$ cat src/rtl/tug_pkg.sv
// -----------------------------------------------------------------------------
// tug_pkg
// Shared definitions for the tug-of-war playfield blocks.
//   cp_state_t         : cyber_player press/hold-off state machine encoding
//   LFSR_W_DEF         : default LFSR width (also the difficulty width)
//   LFSR_TAP_A/B       : feedback taps for x^10 + x^7 + 1 (Fibonacci, shift left)
//   DEFAULT_SEED       : LFSR reset value, nonzero
//   PRESS_CNT_W        : width of the saturating press counter
// -----------------------------------------------------------------------------
package tug_pkg;

  localparam int LFSR_W_DEF = 10;
  localparam int LFSR_TAP_A = 9;
  localparam int LFSR_TAP_B = 6;
  localparam logic [LFSR_W_DEF-1:0] DEFAULT_SEED = 10'h2A5;
  localparam int PRESS_CNT_W = 8;

  typedef enum logic [1:0] {
    ST_IDLE  = 2'd0,
    ST_ARMED = 2'd1,
    ST_PRESS = 2'd2,
    ST_HOLD  = 2'd3
  } cp_state_t;

endpackage

$ cat src/rtl/cyber_player_tick_gen.sv
// -----------------------------------------------------------------------------
// tick_gen
// Free-running prescaler. Counts 0..TICK_DIV-1 and wraps; tick is high for the
// single cycle in which the count sits at TICK_DIV-1.
// Ports:
//   clk   in  system clock
//   reset in  synchronous, active-low reset (clears the count)
//   tick  out one-cycle decision tick
// -----------------------------------------------------------------------------
module tick_gen #(
  parameter int TICK_DIV = 1000000
) (
  input  logic clk,
  input  logic reset,
  output logic tick
);

  localparam int CNT_W = (TICK_DIV > 2) ? $clog2(TICK_DIV) : 1;
  localparam logic [CNT_W-1:0] CNT_LAST = CNT_W'(TICK_DIV - 1);

  logic [CNT_W-1:0] cnt;

  always_ff @(posedge clk) begin
    if (!reset) begin
      cnt <= '0;
    end else if (cnt == CNT_LAST) begin
      cnt <= '0;
    end else begin
      cnt <= cnt + 1'b1;
    end
  end

  assign tick = (cnt == CNT_LAST);

endmodule

$ cat src/rtl/cyber_player.sv
// -----------------------------------------------------------------------------
// cyber_player
// Automated tug-of-war opponent. On each decision tick an LFSR sample is
// compared with the difficulty word; a hit produces a one-cycle press pulse,
// followed by a forced release of HOLD_TICKS ticks.
// Ports:
//   clk         in  system clock
//   reset       in  synchronous, active-low reset
//   enable      in  1 = player active; 0 = output suppressed, LFSR frozen
//   difficulty  in  press threshold, 0 = never press
//   game_over   in  1 while a winner is displayed; halts the player
//   press       out one-cycle press pulse (registered)
//   press_count out presses issued since reset, saturating at 255
// -----------------------------------------------------------------------------
module cyber_player
  import tug_pkg::*;
#(
  parameter int                LFSR_W     = LFSR_W_DEF,
  parameter int                TICK_DIV   = 1000000,
  parameter int                HOLD_TICKS = 2,
  parameter logic [LFSR_W-1:0] SEED       = LFSR_W'(DEFAULT_SEED)
) (
  input  logic                   clk,
  input  logic                   reset,
  input  logic                   enable,
  input  logic [LFSR_W-1:0]      difficulty,
  input  logic                   game_over,
  output logic                   press,
  output logic [PRESS_CNT_W-1:0] press_count
);

  localparam int HOLD_W = $clog2(HOLD_TICKS + 1);
  localparam logic [HOLD_W-1:0] HOLD_LOAD = HOLD_W'(HOLD_TICKS);

  function automatic logic [LFSR_W-1:0] lfsr_next(input logic [LFSR_W-1:0] v);
    // An all-zero register would lock up the feedback; reload the seed instead.
    if (v == '0) begin
      return SEED;
    end
    return {v[LFSR_W-2:0], v[LFSR_TAP_A] ^ v[LFSR_TAP_B]};
  endfunction

  function automatic logic [PRESS_CNT_W-1:0] sat_inc(input logic [PRESS_CNT_W-1:0] v);
    if (v == '1) begin
      return v;
    end
    return v + 1'b1;
  endfunction

  logic              tick;
  logic              active;
  logic              hit;
  logic [LFSR_W-1:0] lfsr;
  logic [HOLD_W-1:0] hold_cnt;
  cp_state_t         state;
  cp_state_t         state_next;
  logic              hold_load;
  logic              hold_dec;
  logic              hold_clr;

  tick_gen #(
    .TICK_DIV (TICK_DIV)
  ) u_tick (
    .clk   (clk),
    .reset (reset),
    .tick  (tick)
  );

  assign active = enable && !game_over;
  // Decision uses the LFSR value held during the tick cycle, before it steps.
  assign hit    = (lfsr < difficulty);

  always_ff @(posedge clk) begin
    if (!reset) begin
      lfsr <= SEED;
    end else if (tick && enable) begin
      lfsr <= lfsr_next(lfsr);
    end
  end

  always_comb begin
    state_next = state;
    hold_load  = 1'b0;
    hold_dec   = 1'b0;
    hold_clr   = 1'b0;
    case (state)
      ST_IDLE: begin
        if (active) begin
          state_next = ST_ARMED;
        end
      end
      ST_ARMED: begin
        if (!active) begin
          state_next = ST_IDLE;
        end else if (tick && hit) begin
          state_next = ST_PRESS;
        end
      end
      ST_PRESS: begin
        // The press cycle always completes; an override only changes where it lands.
        if (active) begin
          state_next = ST_HOLD;
          hold_load  = 1'b1;
        end else begin
          state_next = ST_IDLE;
          hold_clr   = 1'b1;
        end
      end
      ST_HOLD: begin
        if (!active) begin
          state_next = ST_IDLE;
          hold_clr   = 1'b1;
        end else if (tick) begin
          hold_dec = 1'b1;
          if (hold_cnt <= HOLD_W'(1)) begin
            state_next = ST_ARMED;
          end
        end
      end
      default: begin
        state_next = ST_IDLE;
        hold_clr   = 1'b1;
      end
    endcase
  end

  always_ff @(posedge clk) begin
    if (!reset) begin
      state       <= ST_IDLE;
      press       <= 1'b0;
      press_count <= '0;
      hold_cnt    <= '0;
    end else begin
      state <= state_next;
      // Dedicated flop so the pulse carries no decode glitches.
      press <= (state_next == ST_PRESS);
      if (state == ST_PRESS) begin
        press_count <= sat_inc(press_count);
      end
      if (hold_clr) begin
        hold_cnt <= '0;
      end else if (hold_load) begin
        hold_cnt <= HOLD_LOAD;
      end else if (hold_dec && (hold_cnt != '0)) begin
        hold_cnt <= hold_cnt - 1'b1;
      end
    end
  end

endmodule

$ cat config.mk
export PLATFORM = sky130hd
export DESIGN_NAME = cyber_player
export DESIGN_NICKNAME = d
export VERILOG_FILES = /design/src/rtl/tug_pkg.sv /design/src/rtl/cyber_player_tick_gen.sv /design/src/rtl/cyber_player.sv
export SDC_FILE = /design/constraint.sdc
export NUM_CORES = 1
export LEC_CHECK = 0
export CORE_ASPECT_RATIO = 1.75
export CORE_UTILIZATION = 44
export DETAILED_ROUTE_END_ITERATION = 16
export GPL_TIMING_DRIVEN = 1
export SLEW_MARGIN = 10
export SYNTH_ARGS = -nofsm -noshare
export SYNTH_HDL_FRONTEND = slang
export SYNTH_SLANG_ARGS = --single-unit
$ cat constraint.sdc
create_clock -name clk -period 4.04 [get_ports clk]
set_input_delay 0.808 -clock clk [delete_from_list [all_inputs] [get_ports clk]]
set_output_delay 0.808 -clock clk [all_outputs]
set_load 0.02 [all_outputs]
==> results.md, run 1 <==
- Status: finished clean
- R2r setup slk: 1.77 ns
- Synth area leader: dfxtp_1
- Worst-Skew Late Latency: 0.28 ns
- CP endpoint kind: register
- Most frequent cells in the layout: dfxtp_1, nor2_1, nand3_1, clkdlybuf4s50_1, inv_1
- Post-synth EDFFs: 0
- Via density: 5.39
- Net Sw Power: 0.000158 W
- Fin area: 2470 µm²
- Hold EP: u_tick.cnt[0]
- Hold path cells: 1
- Routability cong.: 0.714
- Core area: 4670 µm²
- Starting density of the core: 0.454
- CTS root buf: clkbuf_8
- Startpoint types: input pin
- Internal: 0.000581 W
- Num CTS Buffers: 5
- Max Root-Sink Buffers: 2
- Total leakage power: 0.948 nW
- Relative slew slack: 0.488
- Most common cell after layout, fill and taps aside: dfxtp_1
- Share of Yosys cell area claimed by the top area cell type: 0.407
- Pin count of the biggest net entering global routing: 21
- Final hold vios: 0
- Worst-Margin Slew: 0.761 ns
- Max-cap violations: 0
- Total negative setup slack: 0 ns
- Worst-path clk slew: 0.08 ns
- Reg2Reg Launch Point: u_tick.cnt[0]
- Wire per inst: 12.8 µm
- Unrepaired setup endpoints after global routing: false
- I/O pin count: 23
- Total number of vias: 1735
- Pwr Density: 299 nW/µm²
- Share of cells above drive strength 1: 0.0481
- Unique masters post-synth: 41
- Rows: 33
- Post-CTS sizing: 0
- Final period utilization: 0.621
- Die H: 93.8 µm
- IO Port Bufs: 22
- DRC Markers: 0
- First-pass GRT wire length: 6800 µm
- Die area: 5100 µm²
- CTS H-tree depth: 2
- CP max FO: 3
- Detail Route Antenna Nets: 0
- Logic pwr share: 0.053
- Syn Area/Cell: 8.61 µm²
- All-layer global routing usage: 0.182
- Setup ws final: 1.53 ns
- Final setup vio count: 0
- Tot Pwr: 0.000738 W
- Clock share of power: 0.364
- Die width: 54.4 µm
- Yosys warning count: 0
- Ys async rst share: 0
- Part of the power in registers: 0.582
- Placed Area: 2390 µm²
- Final net count: 297
- Syn Std Cell Area: 2120 µm²
- CTS tree: done
- Setup bufs post-CTS: 0
- Worst EP required: 4.22 ns
- Register bit count reported by yosys: 43
- Synth top area cells: dfxtp_1, ha_1, nor2_1
- Routed WL: 4130 µm
- Synthesized net count: 273
- Remaining Overflow, GRT: 0
- HPWL Detailed: 3110 µm
- Synth-to-Final Area Change: 16.8%
- Hold WC Path Type: reg2reg
- Max Clock Freq: 399 MHz
- R2R Path End: lfsr[9]
- Post-CTS Hold Buffers: 0
- Worst slack, placed: 1.22 ns
- Vias in the first global route: 1596
- Fin crit period: 2.51 ns
- Fillers: 455
- Fin. max-slew vios: 0
- Post-route clock skew: 0.00633 ns
- Hold_sp: u_tick.cnt[0]
- Top FF cell, synth: dfxtp_1
- Peak supply drop: 0.291 mV
- Diodes inserted: 0
- R2R cell count: 6
- Initial antenna violation count: 0
- Sequential area share after synthesis: 0.407
- Worst Path Class, Setup: in2reg
- Worst Path Arrival: 2.69 ns
- Drt pass-1 iters: 6
- DRT iter0 DRCs: 11
- Clock sink count: 43
- Mapped Cells: 246
- Switching Share: 0.213
layout make-up:
type	count	area, µm²	area share
Timing Repair Buffer	23	228	0.0921
Sequential cell	43	861	0.348
Inverter	21	78.8	0.0319
Tap cell	52	65.1	0.0263
Clock inverter	1	5.00	0.00202
Clock buffer	6	82.6	0.0334
Multi-Input combinational cell	176	1150	0.466
layer usage:
metal | wire, µm | global-route usage | up-vias
li1 | - | - | 910
met1 | 1800 | 0.198 | 802
met2 | 2190 | 0.315 | 21
met3 | 99 | 0.0469 | 2
met4 | 32 | 0.0748 | 0
met5 | 0 | 0 | -
cell usage after synthesis, types with 2 or more instances:
| master | n |
|---|---|
| clkbuf_1 | 4 |
| or4_1 | 5 |
| nor2b_1 | 2 |
| xor2_1 | 13 |
| nor4_1 | 3 |
| a21oi_1 | 6 |
| and3_1 | 5 |
| inv_1 | 21 |
| nor3_1 | 9 |
| nand4_1 | 4 |
| ha_1 | 13 |
| o21ai_0 | 5 |
| nor2_1 | 32 |
| o211ai_1 | 2 |
| dfxtp_1 | 43 |
| a31oi_1 | 7 |
| nand2_1 | 13 |
| o31ai_1 | 5 |
| xnor2_1 | 11 |
| nand3_1 | 22 |
sequential cells by signal, indices dropped and copies added (netlist names):
register / cells
u_tick.cnt: 20
hold_cnt: 2
state: 2
press_count: 8
lfsr: 10
press: 1
logic make-up (layout without fill, tap and decap cells):
logic type,count (synthesis),after routing,synth area share
muxes,1,1,0.00473
DFF,43,43,0.407
adders and majority gates,13,13,0.0768
and+or+nand+nor,105,105,0.258
AOI/OAI and AO/OA,33,33,0.106
xor gates and xnor gates,24,24,0.0993
buffers and inverters,27,51,0.0485
worst max-delay path by stage:
stage / slack (ns) / endpoint / startpoint / depth (start not counted)
4_1_cts: 1.54 / state[0] / difficulty[7] / 8
5_1_grt: 1.42 / state[0] / difficulty[7] / 8
3_5_place_dp: 1.22 / state[0] / difficulty[7] / 8
6_report: 1.53 / state[0] / difficulty[7] / 8
3_3_place_gp: 1.23 / state[0] / difficulty[7] / 8
2_1_floorplan: 1.78 / state[0] / difficulty[7] / 7
power by group through the flow:
stage	Sequential [W]	Clock, W	Combinational (W)
6_report	0.000430	0.000269	0.0000394
5_1_grt	0.000431	0.000304	0.0000444
4_1_cts	0.000430	0.000282	0.0000400
3_5_place_dp	0.000440	0	0.0000400
3_3_place_gp	0.000440	0	0.0000395
2_1_floorplan	0.000439	0	0.0000213
worst max-delay path, cell delays in order:
cell and delay (ns):
clkdlybuf4s50_1 0.45, inv_1 0.04, ha_1 0.29, a211o_1 0.25
o211ai_1 0.08, o311a_1 0.19, or3b_1 0.39, and3_1 0.19
per-stage QoR:
step	cells	hold WS (ns)	utilization
6_report	322	0.491	0.530
5_1_grt	322	0.505	0.530
4_1_cts	322	0.494	0.530
3_5_place_dp	315	0.473	0.511
3_3_place_gp	315	0.470	0.511
2_1_floorplan	246	0.441	-
No activity file was read; power rests on OpenSTA's default activity.
==> run 2, diff against run 1 <==
clock period = 2.6 ns   (was 4.04 ns; I/O delays follow)
==> results.md, run 2 (synthesis gave the netlist of run 1 again) <==
- Status: finished clean
- Max-cap violations: 0
- Hold WC Path Type: reg2reg
- Remaining Overflow, GRT: 0
- All-layer global routing usage: 0.189
- Hold path cells: 2
- Unrepaired setup endpoints after global routing: false
- Post-route clock skew: 0.00428 ns
- CP endpoint kind: register
- Die area: 5100 µm²
- R2R cell count: 6
- Worst Path Class, Setup: in2reg
- CTS H-tree depth: 2
- Worst EP required: 2.80 ns
- IO Port Bufs: 22
- Final net count: 301
- Relative slew slack: 0.593
- Routability cong.: 0.715
- HPWL Detailed: 3100 µm
- Wire per inst: 12.7 µm
- Fillers: 435
- Pwr Density: 500 nW/µm²
- Met2 routed WL: 2250 µm
- Setup bufs post-CTS: 0
- Worst slack, placed: 0.0557 ns
- Core area: 4670 µm²
- Setup ws final: 0.393 ns
- Max layer used: met4
- Routed wl met3: 120 µm
- Flip-flop count of the largest register after layout: 20
- Die H: 93.8 µm
- Final period utilization: 0.849
- Drt pass-1 iters: 4
- CTS root buf: clkbuf_8
- DRT iter0 DRCs: 27
- CTS tree: done
- Worst-Skew Late Latency: 0.29 ns
- First-pass GRT wire length: 7140 µm
- Synth-to-Final Area Change: 19.7%
- Hold slack: 0.491 ns
- Crit path cell chain: clkdlybuf4s50_1, inv_1, ha_1, a211o_1, o211ai_1, o311a_1, or3b_1, and3_1
- DRT met1 WL: 1710 µm
- Worst Path Arrival: 2.40 ns
- Final hold vios: 0
- Total number of vias: 1757
- Clock sink count: 43
- Rows: 33
- Peak supply drop: 0.383 mV
- Routed WL: 4140 µm
- Biggest register: u_tick.cnt
- Pin count of the biggest net entering global routing: 21
- Seq. cell area: 861 µm²
- CP max FO: 3
- Total negative setup slack: 0 ns
- I/O pin count: 23
- Post-CTS sizing: 0
- Startpoint types: input pin
- Share of cells above drive strength 1: 0.0655
- Detail Route Antenna Nets: 0
- Initial antenna violation count: 0
- Die width: 54.4 µm
- Worst path max stage delay: 0.45 ns
- Most frequent cells in the layout: dfxtp_1, nor2_1, nand3_1, clkdlybuf4s50_1, inv_1
- Diodes inserted: 0
- Area of the multi-input gates: 1150 µm²
- DRC Markers: 0
- Via density: 5.37
- Most common cell after layout, fill and taps aside: dfxtp_1
- Max Clock Freq: 453 MHz
- Starting density of the core: 0.454
- Largest registers: u_tick.cnt (20), lfsr (10), press_count (8)
- Final setup vio count: 0
- Max Root-Sink Buffers: 2
- Fin crit period: 2.21 ns
- Fin. max-slew vios: 0
- Vias in the first global route: 1701
- Worst-Margin Slew: 0.604 ns
- Num CTS Buffers: 5
- Total leakage power: 0.982 nW
- Worst-path clk slew: 0.08 ns
- Post-CTS Hold Buffers: 0
- Critical-path top delay cell: clkdlybuf4s50_1
==> run 2: cell type report <==
| type | instances | share of cell area |
|---|---|---|
| multi-input cells | 176 | 0.455 |
| inverters | 21 | 0.0311 |
| repair buffers | 27 | 0.102 |
| clock buffers | 6 | 0.0326 |
| well taps | 52 | 0.0257 |
| flip-flops and latches | 43 | 0.340 |
| clock inverters | 2 | 0.0138 |
==> run 2: power by group <==
group	switching (W)	leakage, nW	internal, W
Clock	0.000225	0.0612	0.000311
Combinational	0.0000296	0.574	0.0000338
Sequential	0.00000588	0.347	0.000662
==> run 2: routing by layer <==
layer / track usage / vias to the layer above
met3: 0.0388 / 4
li1: - / 915
met5: 0 / -
met1: 0.193 / 815
met2: 0.349 / 23
met4: 0.0769 / 0
==> run 2: critical path: cells and delay by family <==
family,cells,cell delay (ns)
adders and majority gates,1,0.29
AOI/OAI and AO/OA,3,0.52
and+or+nand+nor,2,0.57
buffers and inverters,2,0.49
==> run 2: path summary, 6_finish.rpt <==
kind / startpoint / end / slack, ns
min reg2reg: hold_cnt[1] / hold_cnt[1] / 0.49
min: hold_cnt[1] / hold_cnt[1] / 0.49
max reg2reg: u_tick.cnt[0] / state[0] / 0.60
max: difficulty[7] / state[0] / 0.39
==> run 2: through the flow <==
step                cells  power (W)  cell area [µm²]  utilization
detailed placement    319   0.000748             2420        0.518
floorplan             246   0.000715             2120            -
global route          327    0.00132             2530        0.543
global placement      319   0.000747             2420        0.518
finish                327    0.00127             2530        0.543
CTS                   327    0.00129             2530        0.543
==> run 3, diff against run 2 <==
clock period = 2.2 ns   (was 2.6 ns; I/O delays follow)
==> results.md, run 3 (synthesis gave the netlist of run 1 again) <==
- Max Root-Sink Buffers: 2
- Die H: 93.8 µm
- Most frequent cells in the layout: dfxtp_1, nor2_1, nand3_1, clkdlybuf4s50_1, inv_1
- Share of cells above drive strength 1: 0.0893
- Core area: 4670 µm²
- Vias in the first global route: 1630
- Unrepaired setup endpoints after global routing: false
- Worst-path clk slew: 0.08 ns
- Final hold vios: 0
- Fin util: 0.552
- Tot Pwr: 0.00142 W
- Worst-Margin Slew: 0.536 ns
- Biggest register: u_tick.cnt
- Max Clock Freq: 486 MHz
- Reg2Reg Launch Point: u_tick.cnt[11]
- Worst-Skew Late Latency: 0.30 ns
- Flip-flop count of the largest register after layout: 20
- Diodes inserted: 0
- Post-route clock skew: 0.00614 ns
- Largest registers: u_tick.cnt (20), lfsr (10), press_count (8)
- Peak supply drop: 0.428 mV
- CTS tree: done
- Worst Path Arrival: 2.25 ns
- Switching Share: 0.216
- Synth-to-Final Area Change: 21.6%
- Drt pass-1 iters: 4
- Total leakage power: 0.998 nW
- Fin. max-slew vios: 0
- I/O pin count: 23
- Num CTS Buffers: 5
- Worst EP required: 2.40 ns
- CTS root buf: clkbuf_8
- Internal: 0.00111 W
- Net Sw Power: 0.000307 W
- Rows: 33
- Status: finished clean
- Hold WC Path Type: reg2reg
- Startpoint types: input pin
- Pwr Density: 552 nW/µm²
- Max-cap violations: 0
- DRT iter0 DRCs: 32
- Final period utilization: 0.935
- Hold slack: 0.497 ns
- Routability cong.: 0.785
- Most common cell after layout, fill and taps aside: dfxtp_1
- Starting density of the core: 0.454
- Critical-path top delay cell: clkdlybuf4s50_1
- CP endpoint kind: register
- Worst path max stage delay: 0.45 ns
- Logic pwr share: 0.058
- Relative slew slack: 0.639
- Die area: 5100 µm²
- Detail Route Antenna Nets: 0
- Total negative setup slack: 0 ns
- Post-CTS sizing: 0
- All-layer global routing usage: 0.187
- Wire per inst: 12.8 µm
- CTS H-tree depth: 2
- Routed WL: 4270 µm
- Initial antenna violation count: 0
- Part of the power in registers: 0.555
- Fin crit period: 2.06 ns
- Worst Path Class, Setup: in2reg
- Crit path from: difficulty[7]
- Total number of vias: 1746
- Clock sink count: 43
- Post-CTS Hold Buffers: 0
- Final net count: 306
- Final setup vio count: 0
- Pin count of the biggest net entering global routing: 21
- Crit path cell chain: clkdlybuf4s50_1, inv_1, ha_4, a211o_1, o211ai_1, o311a_1, or3b_4, and3_4
- DRC Markers: 0
- Clock share of power: 0.387
- Remaining Overflow, GRT: 0
- First-pass GRT wire length: 7110 µm
- Via density: 5.26
- IO Port Bufs: 22
- CP max FO: 3
- Die width: 54.4 µm
- Setup bufs post-CTS: 0
- Hold_sp: hold_cnt[1]
- HPWL Detailed: 3140 µm
## run 3: routing by layer
layer	part of all wire	GRT usage	vias up	wire [µm]
met5	0	0	-	0
met2	0.52	0.334	24	2230
met4	0.023	0.0833	0	99
met1	0.43	0.199	788	1820
met3	0.026	0.0372	8	112
li1	-	-	926	-
## run 3: power groups by stage
stage | Sequential [W] | Clock [W] | Combinational, W
floorplan | 0.000806 | 0 | 0.0000391
global placement | 0.000807 | 0 | 0.0000799
detailed placement | 0.000807 | 0 | 0.0000808
CTS | 0.000789 | 0.000562 | 0.0000818
global route | 0.000790 | 0.000595 | 0.0000920
finish | 0.000789 | 0.000549 | 0.0000828
## run 3: through the flow
step / area, µm² / instances / setup slack, ns
finish: 2570 / 332 / 0.144
global route: 2570 / 332 / 0.0530
CTS: 2550 / 332 / 0.0591
detailed placement: 2450 / 324 / -0.258
global placement: 2450 / 324 / -0.245
floorplan: 2120 / 246 / 0.311
## run 3: worst paths after layout
path                       to  slack, ns  cells after the start
setup / recovery     state[0]       0.14                      8
hold / removal    hold_cnt[1]       0.50                      2
setup reg to reg     state[0]       0.26                      5
hold reg to reg   hold_cnt[1]       0.50                      2
## run 3: worst max-delay path, delay by kind of cell
family / cells / cell delay (ns)
buffers and inverters: 2 / 0.51
adders and majority gates: 1 / 0.21
AOI/OAI and AO/OA: 3 / 0.52
and+or+nand+nor: 2 / 0.57
## run 3: final cells by class
| class | instances | area, µm² |
|---|---|---|
| inverter | 21 | 78.8 |
| timing repair buffer | 32 | 295 |
| fill | 478 | 2090 |
| multi-input combinational | 176 | 1170 |
| sequential | 43 | 861 |
| tap | 52 | 65.1 |
| clock buffer | 8 | 100 |
